<file path="src/rtl/estufa_pkg.sv">
// estufa_pkg: shared FSM states, sensor indices and widths for the greenhouse grading sequencer
package estufa_pkg;
  typedef enum logic [2:0] {OCIOSO, SELECIONA, CAPTURA, CALCULA, PUBLICA} estado_t;
  localparam logic [1:0] SENS_TEMPERATURA = 2'd0;
  localparam logic [1:0] SENS_UMIDADE = 2'd1;
  localparam logic [1:0] SENS_LUMINOSIDADE = 2'd2;
  localparam logic [1:0] SENS_PH = 2'd3;
  localparam int NOTA_W = 4;
  localparam int SOMA_W = 6;
endpackage

</file>
<file path="src/rtl/sequenciador_avaliacao_if.sv">
// sequenciador_avaliacao_if: control, shared-grader and published-grade signals of the sequencer
interface sequenciador_avaliacao_if;
  import estufa_pkg::*;
  logic enable;
  logic inicia;
  logic [NOTA_W-1:0] nota_in;
  logic [1:0] sel;
  logic avalia;
  logic [NOTA_W-1:0] nota_temperatura;
  logic [NOTA_W-1:0] nota_umidade;
  logic [NOTA_W-1:0] nota_luminosidade;
  logic [NOTA_W-1:0] nota_pH;
  logic [NOTA_W-1:0] media;
  logic pronto;
  logic ocupado;
  modport master (
    output enable, inicia, nota_in,
    input sel, avalia, nota_temperatura, nota_umidade, nota_luminosidade, nota_pH, media, pronto, ocupado
  );
  modport slave (
    input enable, inicia, nota_in,
    output sel, avalia, nota_temperatura, nota_umidade, nota_luminosidade, nota_pH, media, pronto, ocupado
  );
endinterface

</file>
<file path="src/rtl/acumulador_notas.sv">
// acumulador_notas: four scratch grade slots, published copies and their floor average
module acumulador_notas
  import estufa_pkg::*;
(
  input  logic clock,
  input  logic reset,
  input  logic clr,
  input  logic we,
  input  logic pub,
  input  logic [1:0] idx,
  input  logic [NOTA_W-1:0] nota_in,
  output logic [3:0][NOTA_W-1:0] notas,
  output logic [NOTA_W-1:0] media
);
  logic [3:0][NOTA_W-1:0] slot_q, slot_d, notas_q, notas_d;
  logic [NOTA_W-1:0] media_q, media_d;
  logic [SOMA_W-1:0] soma;
  assign soma = SOMA_W'(slot_q[0]) + SOMA_W'(slot_q[1]) + SOMA_W'(slot_q[2]) + SOMA_W'(slot_q[3]);
  always_comb begin
    slot_d = clr ? '0 : slot_q;
    if (we && !clr) slot_d[idx] = nota_in;
    notas_d = pub ? slot_q : notas_q;
    media_d = pub ? NOTA_W'(soma >> 2) : media_q;
  end
  always_ff @(posedge clock) begin
    if (reset) begin
      slot_q <= '0;
      notas_q <= '0;
      media_q <= '0;
    end else begin
      slot_q <= slot_d;
      notas_q <= notas_d;
      media_q <= media_d;
    end
  end
  assign notas = notas_q;
  assign media = media_q;
endmodule

</file>
<file path="src/rtl/sequenciador_avaliacao.sv">
// sequenciador_avaliacao: time-multiplexes one grader over four sensors and publishes grades plus average
module sequenciador_avaliacao
  import estufa_pkg::*;
#(
  parameter int LAT_NOTA = 1,
  parameter int PERIODO = 0
) (
  input logic clock,
  input logic reset,
  sequenciador_avaliacao_if.slave bus
);
  estado_t est_q, est_d;
  logic [1:0] sel_q, sel_d;
  logic [2:0] esp_q, esp_d;
  logic [15:0] per_q, per_d;
  logic disparo;
  logic [3:0][NOTA_W-1:0] notas;
  assign disparo = bus.inicia || (PERIODO > 0 && per_q == 16'(PERIODO - 1));
  always_comb begin
    est_d = est_q;
    sel_d = sel_q;
    esp_d = esp_q;
    per_d = per_q;
    if (!bus.enable) begin
      est_d = OCIOSO;
      sel_d = SENS_TEMPERATURA;
    end else begin
      case (est_q)
        OCIOSO: begin
          est_d = disparo ? SELECIONA : OCIOSO;
          sel_d = SENS_TEMPERATURA;
          esp_d = '0;
          per_d = disparo ? '0 : per_q + 16'd1;
        end
        SELECIONA: begin
          est_d = esp_q == 3'(LAT_NOTA - 1) ? CAPTURA : SELECIONA;
          esp_d = esp_q + 3'd1;
        end
        CAPTURA: begin
          est_d = sel_q == SENS_PH ? CALCULA : SELECIONA;
          sel_d = sel_q == SENS_PH ? sel_q : sel_q + 2'd1;
          esp_d = '0;
        end
        CALCULA: est_d = PUBLICA;
        default: begin
          est_d = OCIOSO;
          sel_d = SENS_TEMPERATURA;
        end
      endcase
    end
  end
  always_ff @(posedge clock) begin
    if (reset) begin
      est_q <= OCIOSO;
      sel_q <= '0;
      esp_q <= '0;
      per_q <= '0;
    end else begin
      est_q <= est_d;
      sel_q <= sel_d;
      esp_q <= esp_d;
      per_q <= per_d;
    end
  end
  assign bus.sel = sel_q;
  assign bus.avalia = est_q == SELECIONA || est_q == CAPTURA;
  assign bus.pronto = est_q == PUBLICA;
  assign bus.ocupado = est_q != OCIOSO;
  // dropping enable discards the partial run, so scratch clears and nothing publishes
  acumulador_notas u_acum (
    .clock(clock),
    .reset(reset),
    .clr(!bus.enable),
    .we(est_q == CAPTURA),
    .pub(est_q == CALCULA && bus.enable),
    .idx(sel_q),
    .nota_in(bus.nota_in),
    .notas(notas),
    .media(bus.media)
  );
  assign bus.nota_temperatura = notas[SENS_TEMPERATURA];
  assign bus.nota_umidade = notas[SENS_UMIDADE];
  assign bus.nota_luminosidade = notas[SENS_LUMINOSIDADE];
  assign bus.nota_pH = notas[SENS_PH];
endmodule

</file>
<file path="src/flat_wrapper.sv">
// flat-port wrapper written by rule: the top's interface ports become plain ports
module sequenciador_avaliacao_flat import estufa_pkg::*;
#(
  parameter int LAT_NOTA = 1,
  parameter int PERIODO = 0
)
  (clock, reset, bus_enable, bus_inicia, bus_nota_in, bus_sel, bus_avalia, bus_nota_temperatura, bus_nota_umidade, bus_nota_luminosidade, bus_nota_pH, bus_media, bus_pronto, bus_ocupado);
  sequenciador_avaliacao_if bus_i ();
  input logic clock;
  input logic reset;
  input wire logic [$bits(bus_i.enable)-1:0] bus_enable;
  input wire logic [$bits(bus_i.inicia)-1:0] bus_inicia;
  input wire logic [$bits(bus_i.nota_in)-1:0] bus_nota_in;
  output wire logic [$bits(bus_i.sel)-1:0] bus_sel;
  output wire logic [$bits(bus_i.avalia)-1:0] bus_avalia;
  output wire logic [$bits(bus_i.nota_temperatura)-1:0] bus_nota_temperatura;
  output wire logic [$bits(bus_i.nota_umidade)-1:0] bus_nota_umidade;
  output wire logic [$bits(bus_i.nota_luminosidade)-1:0] bus_nota_luminosidade;
  output wire logic [$bits(bus_i.nota_pH)-1:0] bus_nota_pH;
  output wire logic [$bits(bus_i.media)-1:0] bus_media;
  output wire logic [$bits(bus_i.pronto)-1:0] bus_pronto;
  output wire logic [$bits(bus_i.ocupado)-1:0] bus_ocupado;
  assign bus_i.enable = bus_enable;
  assign bus_i.inicia = bus_inicia;
  assign bus_i.nota_in = bus_nota_in;
  assign bus_sel = bus_i.sel;
  assign bus_avalia = bus_i.avalia;
  assign bus_nota_temperatura = bus_i.nota_temperatura;
  assign bus_nota_umidade = bus_i.nota_umidade;
  assign bus_nota_luminosidade = bus_i.nota_luminosidade;
  assign bus_nota_pH = bus_i.nota_pH;
  assign bus_media = bus_i.media;
  assign bus_pronto = bus_i.pronto;
  assign bus_ocupado = bus_i.ocupado;
  sequenciador_avaliacao #(.LAT_NOTA(LAT_NOTA), .PERIODO(PERIODO)) u_core (.clock(clock), .reset(reset), .bus(bus_i));
endmodule
</file>
<file path="config.mk">
export PLATFORM = sky130hd
export DESIGN_NAME = sequenciador_avaliacao_flat
export DESIGN_NICKNAME = d
export VERILOG_FILES = /design/src/rtl/estufa_pkg.sv /design/src/rtl/sequenciador_avaliacao_if.sv /design/src/rtl/acumulador_notas.sv /design/src/rtl/sequenciador_avaliacao.sv /design/src/flat_wrapper.sv
export SDC_FILE = /design/constraint.sdc
export NUM_CORES = 1
export LEC_CHECK = 0
export CAP_MARGIN = 15
export CORE_UTILIZATION = 30
export DETAILED_ROUTE_END_ITERATION = 10
export SLEW_MARGIN = 5
export SYNTH_ARGS = -nofsm -noshare
export SYNTH_HDL_FRONTEND = slang
export SYNTH_SLANG_ARGS = --single-unit
</file>
<file path="constraint.sdc">
create_clock -name clock -period 2.5 [get_ports clock]
set_input_delay 0.375 -clock clock [delete_from_list [all_inputs] [get_ports clock]]
set_output_delay 0.375 -clock clock [all_outputs]
set_load 0.02 [all_outputs]
</file>
# After elaboration in Yosys (flattened, before gate mapping)
# Index checks and enable logic that the tools add are counted.
[totals]
regBits = 44
latchBits = 0
ram_bits = 0
romBits = 0
output_inout_bits = 25
n_memories = 0
[op_classes]
n_addsub = 5
multipliers = 0
div_mod_pow = 0
n_lt_le_gt_ge = 2
eq_ne = 6
shifts = 0
muxes = 12
bitwise = 2
reduce_logical = 13
[ops]
columns = ["operator", "count"]
rows = [
  ["16-bit two-way mux", 2],
  ["16-bit bitwise mux", 1],
  ["6-bit by 4-bit adder with 6-bit output", 2],
  ["3-bit case mux with 4 select lines", 1],
  ["4-bit demux with 2-bit select", 1],
  ["3-bit by 2-bit == test with 1-bit output (second input constant)", 2],
  ["3-bit zero test", 2],
  ["2-bit two-way mux", 3],
  ["3-bit case mux with 2 select lines", 1],
  ["2-bit OR reduction", 3],
  ["4-bit by 4-bit adder with 5-bit output", 1],
  ["4-bit two-way mux", 1],
  ["2-bit case mux with 2 select lines", 1],
  ["2-bit AND reduction", 2],
  ["3-bit by 1-bit adder with 3-bit output (second input constant)", 1],
  ["3-bit by 1-bit == test with 1-bit output (second input constant)", 1],
  ["3-bit == test (second input constant)", 1],
  ["1-bit logical AND", 3],
  ["2-bit by 3-bit < comparator with 1-bit output (second input constant)", 1],
  ["3-bit nonzero test", 1],
  ["2-bit by 1-bit adder with 2-bit output (second input constant)", 1],
  ["2-bit == test (second input constant)", 1],
  ["2-bit by 1-bit greater-or-equal comparator with 1-bit output (second input constant)", 1],
  ["2-bit inequality test (second input constant)", 1],
  ["other kinds (4)", 5],
]

# Depth between registers and ports, before layout
[depth]
depth_word = 6
ltp_mapped = 11
depth_no_buf = 11

# Modules after synthesis
# From an unflattened synthesis, not the netlist that was laid out.
[unflattened]
hier_cells = 235
hier_area_um2 = 2153.3
[modules_own_cells]
columns = ["module", "n_inst", "cells_each", "area_per_inst_um2", "seq_area_each_um2"]
rows = [
  ["acumulador_notas", 1, 179, 1704.1, 720.7],
  ["sequenciador_avaliacao", 1, 56, 449.2, 160.2],
]

# Worst setup path after synthesis
# Ideal clock, no wire load.
[synth_timing]
path_type = "register to register"
from = "reg u_core.u_acum.slot_q[1] (netlist bit)"
to = "reg u_core.u_acum.media_q[2], in the netlist u_core.u_acum.media[2]"
arrival_time_ps = 2680
required_time_ps = 2442
setup_slack_ps = -238
path_stages_with_launch = 12
path_cell_list = "dfxtp_1 -> ha_1 -> a21o_1 -> a21oi_1 -> xor2_1 -> fa_1 -> inv_1 -> ha_1 -> and3_1 -> a221o_1 -> nor4b_2 -> a211o_1"
[synth_via]
elab_chain_len = 3
[synth_lines]
columns = ["element", "line", "text"]
rows = [
  ["start: declaration", "acumulador_notas.sv:15", "logic [3:0][NOTA_W-1:0] slot_q, slot_d, notas_q, notas_d;"],
  ["start signal: assignment", "acumulador_notas.sv:31", "slot_q <= slot_d;"],
  ["4-bit by 4-bit adder with 5-bit output", "acumulador_notas.sv:18", "assign soma = SOMA_W'(slot_q[0]) + SOMA_W'(slot_q[1]) + SOMA_W'(slot_q[2]) + SOMA_W'(slot_q[3]);"],
  ["6-bit by 4-bit adder with 6-bit output (2 in series)", "acumulador_notas.sv:18", ""],
  ["end signal: assignment", "acumulador_notas.sv:33", "media_q <= media_d;"],
  ["end: declaration", "acumulador_notas.sv:16", "logic [NOTA_W-1:0] media_q, media_d;"],
]
# No other way between the ends.
# A chain may end at the register's enable or synchronous reset.

# Worst setup path after layout
# Ends and elaborated chain as after synthesis.

==> impl_metrics.toml <==
[routing]
drc = 0
vias = 1822
routedWlPerCell_um = 12.1
drtIter0Drc = 101
firstDrtPassIters = 4
drt-total-wl_um = 4730
ant_nets = 0
viasPerCell = 4.67

[timing]
final_max_slew_viol_count = 0
fin_setup_tns_ns = -0.270
finalClockSkew_ns = 0.00575
tightest_slew_ns = 0.564
setup_viol = 2
fmax_mhz = 370
hold_violations = 0
min_period_over_period = 1.08
whs_ns = 0.456
period_needed_ns = 2.70
relSlewSlack = 0.623
layout_setup_ws_ns = -0.204
grt_setup_unrepaired = "yes"

[worst_setup_path]
path_max_fanout = 3
cp-end-kind = "flip-flop"
cp-start-kind = "flip-flop"
required_ns = 2.75
crit_type = "flip-flop to flip-flop"
worstPathArrival_ns = 2.95

[cts]
hold_buffers = 0
clkLatencyLatePin_ns = 0.30
path_clk_slew_ns = 0.09
htreeDepth = 2
cts_sinks = 44
cts_tree = "yes"
clock_path_buffers = 2
root_buffer = "clkbuf_8"
numCtsBuffers = 5

[floorplan]
die_y_um = 86.9
rows = 30
io-pin-count = 33
initial_core_util = 0.315
core_um2 = 6870
dieArea_um2 = 7550
dieWidth_um = 86.9

[flow_run]
maxCapViolations = 0

[yosys]
synthTopCellsByArea = "dfxtp_1, nand2_1, a21oi_1"
synth_top_cell_by_area = "dfxtp_1"
synth.distinct_cells = 39
synth_nets = 279
yosysSeqAreaShare = 0.408
yosys_warnings = 0
syn-cell-area_um2 = 2160
synth_edf_count = 0
synth_cells = 252
synthArstFlopShare = 0
ys.flop_type = "dfxtp_1"
syn_area_per_cell_um2 = 8.57
synth.top_cell.area_share = 0.408
synth_seq_cells = 44

[cells_and_area]
n_fill_cell = 725
multi_input_comb_area_um2 = 1190
regArea_um2 = 885
final_nets = 320
diodes = 0
syn2layout_area_growth_pct = 30.0
drive_above_1_share = 0.136

[global_routing]
grt_max_degree = 23
grt_pass1_wl_um = 7850
first_global_vias = 1685
grt_overflow = 0
antenna_found_initial = 0
grtUsageTotal = 0.133

[run_status]
violations = "setup timing"
run_status = "finished with violations"

[pwr]
ir_drop_uv = 260
intPower_uw = 1030
power_switching_uw = 295
clock_power_share = 0.421
p_comb_frac = 0.046
p_per_area_nw_per_um2 = 471
p_seq_frac = 0.533
switching_share = 0.223
p_leak_uw = 0.00106

[placement]
portBuffers = 32
gp_congestion = 0.808
dp_hpwl_um = 3440

[worst_hold_path]
hold_class = "flip-flop to flip-flop"
synthesized netlist by cell type (3+ instances only):
| library cell | n |
|---|---|
| nand3_1 | 13 |
| nand4_1 | 3 |
| ha_1 | 14 |
| inv_1 | 14 |
| nand2b_1 | 4 |
| nor2_1 | 12 |
| buf_4 | 5 |
| buf_1 | 3 |
| buf_2 | 3 |
| dfxtp_1 | 44 |
| nand2_1 | 50 |
| mux2i_1 | 4 |
| a21oi_1 | 36 |
| and4_1 | 3 |
| fa_1 | 5 |
| a21o_1 | 5 |
cells in the final DEF, fill, tap and decap left out, types with 2 or more instances in the layout:
cell type,n
a21oi_2,2
a211oi_2,2
or3_1,2
fa_1,3
clkinv_4,2
ha_1,12
xor2_1,2
nand2_1,50
nor3_1,2
dfxtp_2,3
nand4_1,3
fa_2,2
nor2b_1,2
inv_1,13
dfxtp_1,41
and4_1,3
nand3_1,13
a21oi_1,34
nor3b_1,2
clkdlybuf4s50_1,32
nand2b_1,4
clkbuf_8,5
nor2_1,12
buf_4,16
mux2i_1,4
a21o_1,5
nand4b_1,2
ha_4,2
state kept, by name (all words and copies together), names as in the netlist:
name / cells
u_core.u_acum.notas: 16
u_core.esp_q: 3
u_core.u_acum.slot_q: 16
u_core.est_q: 3
u_core.u_acum.media: 4
u_core.bus.sel: 2
per-layer routing:
layer / vias to the layer above / part of all wire / global-route usage
met3: 8 / 0.057 / 0.0284
met2: 54 / 0.45 / 0.211
met4: 0 / 0.013 / 0.0515
li1: 938 / - / -
met1: 822 / 0.48 / 0.178
met5: - / 0 / 0
layout make-up:
class / count / area share
multi-input cells: 180 / 0.425
flip-flops and latches: 44 / 0.315
repair buffers: 48 / 0.157
well taps: 96 / 0.0428
clock buffers: 5 / 0.0245
inverters: 14 / 0.0187
clock inverters: 3 / 0.0169
power by group through the flow:
stage / logic [uW] / registers, uW / clock network, uW
final: 61.3 / 705 / 557
after global placement: 60.7 / 721 / 0
after floorplan: 33.5 / 720 / 0
after CTS: 61.3 / 705 / 576
after global routing: 65.6 / 706 / 607
after detailed placement: 60.9 / 721 / 0
critical path, cell delays in order, from the launching register on:
cell	delay, ns
dfxtp_2	0.33
buf_4	0.14
fa_2	0.40
xnor2_2	0.14
fa_1	0.50
inv_1	0.05
ha_1	0.28
and3_4	0.15
a221o_1	0.32
nor4b_2	0.22
a211o_1	0.12
kinds of logic (layout without fill, tap and decap cells):
| group | after synthesis | in the layout | share of synthesized area |
|---|---|---|---|
| buf+inv | 28 | 70 | 0.0625 |
| xor+xnor | 4 | 4 | 0.0162 |
| compound gates | 51 | 51 | 0.139 |
| simple gates | 102 | 102 | 0.229 |
| flops | 44 | 44 | 0.408 |
| mux | 4 | 4 | 0.0185 |
| fa+ha+maj | 19 | 19 | 0.127 |
what timing repair did:
item / CTS / global route
setup endpoints to repair: 3 / 3
pin swaps: 2 / 5
buffers inserted: 0 / 1
gates resized for setup: 1 / 7
final timing paths:
path / startpoint / end / slack (ns) / depth (start not counted)
hold reg to reg: u_core.u_acum.notas[13] / u_core.u_acum.notas[13] / 0.46 / 2
setup reg to reg: u_core.u_acum.slot_q[1] / u_core.u_acum.media[2] / -0.20 / 10
setup / recovery: u_core.u_acum.slot_q[1] / u_core.u_acum.media[2] / -0.20 / 10
hold / removal: u_core.u_acum.notas[13] / u_core.u_acum.notas[13] / 0.46 / 2
stage by stage:
stage               setup slack [ns]  std cells   util  instance area (um^2)  power, uW
floorplan                     -0.164        252      -                  2180        753
global placement              -0.189        381  0.386                  2650        782
detailed placement            -0.229        381  0.386                  2650        782
CTS                           -0.215        389  0.403                  2770       1340
global route                  -0.322        390  0.409                  2810       1380
finish                        -0.204        390  0.409                  2810       1320
Note: power is estimated with default switching activity, not from simulation.
==> variant: new RTL, config.mk and constraints unchanged <==
Encoding of `estado_t`: now Gray code (3 bits for 5 values).
--- a/src/rtl/estufa_pkg.sv
+++ b/src/rtl/estufa_pkg.sv
@@ -2,3 +2,3 @@
 package estufa_pkg;
-  typedef enum logic [2:0] {OCIOSO, SELECIONA, CAPTURA, CALCULA, PUBLICA} estado_t;
+  typedef enum logic [2:0] {OCIOSO = 3'b000, SELECIONA = 3'b001, CAPTURA = 3'b011, CALCULA = 3'b010, PUBLICA = 3'b110} estado_t;
   localparam logic [1:0] SENS_TEMPERATURA = 2'd0;
Formal check against the unedited RTL: no difference found for any inputs over 10 cycles, from zero or initial values and one cycle with reset high; not proved beyond that.
==> variant against the unedited design <==
  * The run still ends with setup timing left
  * Die area down 0.96%
  * Final cell count up 1.3%
  * Fmax fell by 1.5%
  * Routed wire length up 3.8%
  * Via count fell by 0.99%
  * First-iteration DRC count shrank 42%
  * Sequential cell count unchanged
  * Clock power decreased by 2%
  * Power fell by 0.11%
  * Worst setup slack got worse by 0.042 ns
  * Cell area down 0.22%
  * Hold slack lost 0.0015 ns
  * Synthesized area decreased by 0.98%
  * Critical path type unchanged
  * Critical endpoint unchanged
==> variant: results (changes against the unedited design) <==
drt_first_pass_iters: 4  # unchanged
cts_buffer_depth: 2  # unchanged
leakage_nw: 1.05  # -0.31%
syn_avg_cell_area_um2: 8.36  # -2.5%
drt_iter0_drc: 59  # -42%
setup_violations: 1  # -1
port_buffers: 32  # unchanged
violations: "setup timing"
slowest_delay_ns: 0.52  # +0.02 ns
cts_root_buffer: "clkbuf_8"
synthesis.nets: 283  # +1.4%
track_usage_pct: 14.8  # +1.4 points
synth_commonest_cells: "nand2_1, dfxtp_1, a21oi_1"
crit_slowest_cell: "fa_1"
wl_met3_um: 137  # -49%
yosys-top-cells-area: "dfxtp_1, nand2_1, a21oi_1"
post_drt_wl_per_cell_um: 12.4  # +2.4%
diodes: 0  # unchanged
fin_tns_setup_ns: -0.246  # +0.0239 ns
antenna_found_initial: 0  # unchanged
outcome: "complete, but fails checks"
gp_congestion: 0.783  # -3.1%
grt_use_met2_pct: 23.8  # +2.7 points
cts_buffers: 5  # unchanged
postSynth.asyncResetShare_pct: 0  # unchanged
grt_use_met3_pct: 3.43  # +0.58 points
ys_types: 39  # unchanged
hold_class: "reg -> reg"
grt_max_degree: 21  # -8.7%
via_count: 1804  # -0.99%
skew_ns: 0.00515  # -0.000596 ns
yosys_most_used_dff: "dfxtp_1"
power_frac_clock_pct: 41.4  # -0.7 points
path_delay_family: "adder cells"
comb_power_uw: 66.1  # +7.8%
layout_setup_ws_ns: -0.246  # -0.0418 ns
top_layer_used: "met4"
met1_length_um: 2460  # +8.4%
h-tree-depth: 2  # unchanged
yosysWarnings: 0  # unchanged
drive_above_1_share_pct: 13.4  # -0.23 points
grt_util_met1_pct: 19.6  # +1.8 points
clk_pin_slew_ns: 0.08
via_per_inst: 4.57  # -2.2%
dp_hpwl_um: 3760  # +9.3%
clk_latency_ns: 0.30  # about the same
path_max_fanout: 3  # unchanged
grt_pass1_wl_um: 8560  # +9.0%
wl_met2_um: 2250  # +5.5%
final_nets: 325  # +1.6%
vdd_drop_max_mv: 0.186  # -28%
worst_pin_slew_ns: 0.414  # -0.150 ns
critPathArrivalTime_ns: 3.00  # +0.05 ns
switchingPower_uw: 295  # about the same
seq_area_frac_synth_pct: 41.2  # +0.41 points
pre_cts_slack_ns: -0.291  # -0.0612 ns
dp.cells: 387  # +1.6%
variant: changes by cell type after synthesis, moves of 3 or more:
cell	unedited run	this run
nand2_1	50	63
nor2_1	12	4
buf_4	5	0
a21oi_1	36	40
and2_1	0	4
clkbuf_1	2	6
mux2i_1	4	0
and4_1	3	0
nor2b_1	2	5
variant: layout make-up:
cell class / count / area [um^2]
well taps: 96 / 120
multi-input cells: 184 / 1190
repair buffers: 47 / 437
clock inverters: 3 / 42.5
clock buffers: 5 / 68.8
inverters: 16 / 62.6
flip-flops and latches: 44 / 886
fillers: 726 / 4030
variant: timing repair:
item,4_1_cts,5_1_grt
endpoints found under the setup margin,3,2
gates resized for setup,8,1
gates cloned,0,0
pin swaps,5,0
buffers inserted,1,0
variant: metrics by stage:
step | power (mW) | util [%] | area [um^2]
final | 1.32 | 41.0 | 2800
after global placement | 0.792 | 38.8 | 2650
after detailed placement | 0.792 | 38.8 | 2650
after floorplan | 0.758 | - | 2160
after CTS | 1.35 | 41.0 | 2800
after global routing | 1.38 | 41.0 | 2800
variant: kinds of logic (layout without fill, tap and decap cells):
group	after synthesis	in the layout	share of synthesized area, %
fa+ha+maj	19	19	12.9
flops	44	44	41.2
compound gates	57	57	15.1
simple gates	105	105	23.7
buf+inv	28	71	5.91
xor+xnor	3	3	1.23
variant: final timing paths:
| check | start | to | slack, ns | depth (start not counted) |
|---|---|---|---|---|
| worst max-delay path | u_core.u_acum.slot_q[1] | u_core.u_acum.media[2] | -0.25 | 10 |
| worst min-delay path | u_core.u_acum.media[1] | u_core.u_acum.media[1] | 0.45 | 2 |
| worst max register to register | u_core.u_acum.slot_q[1] | u_core.u_acum.media[2] | -0.25 | 10 |
| worst min register to register | u_core.u_acum.media[1] | u_core.u_acum.media[1] | 0.45 | 2 |
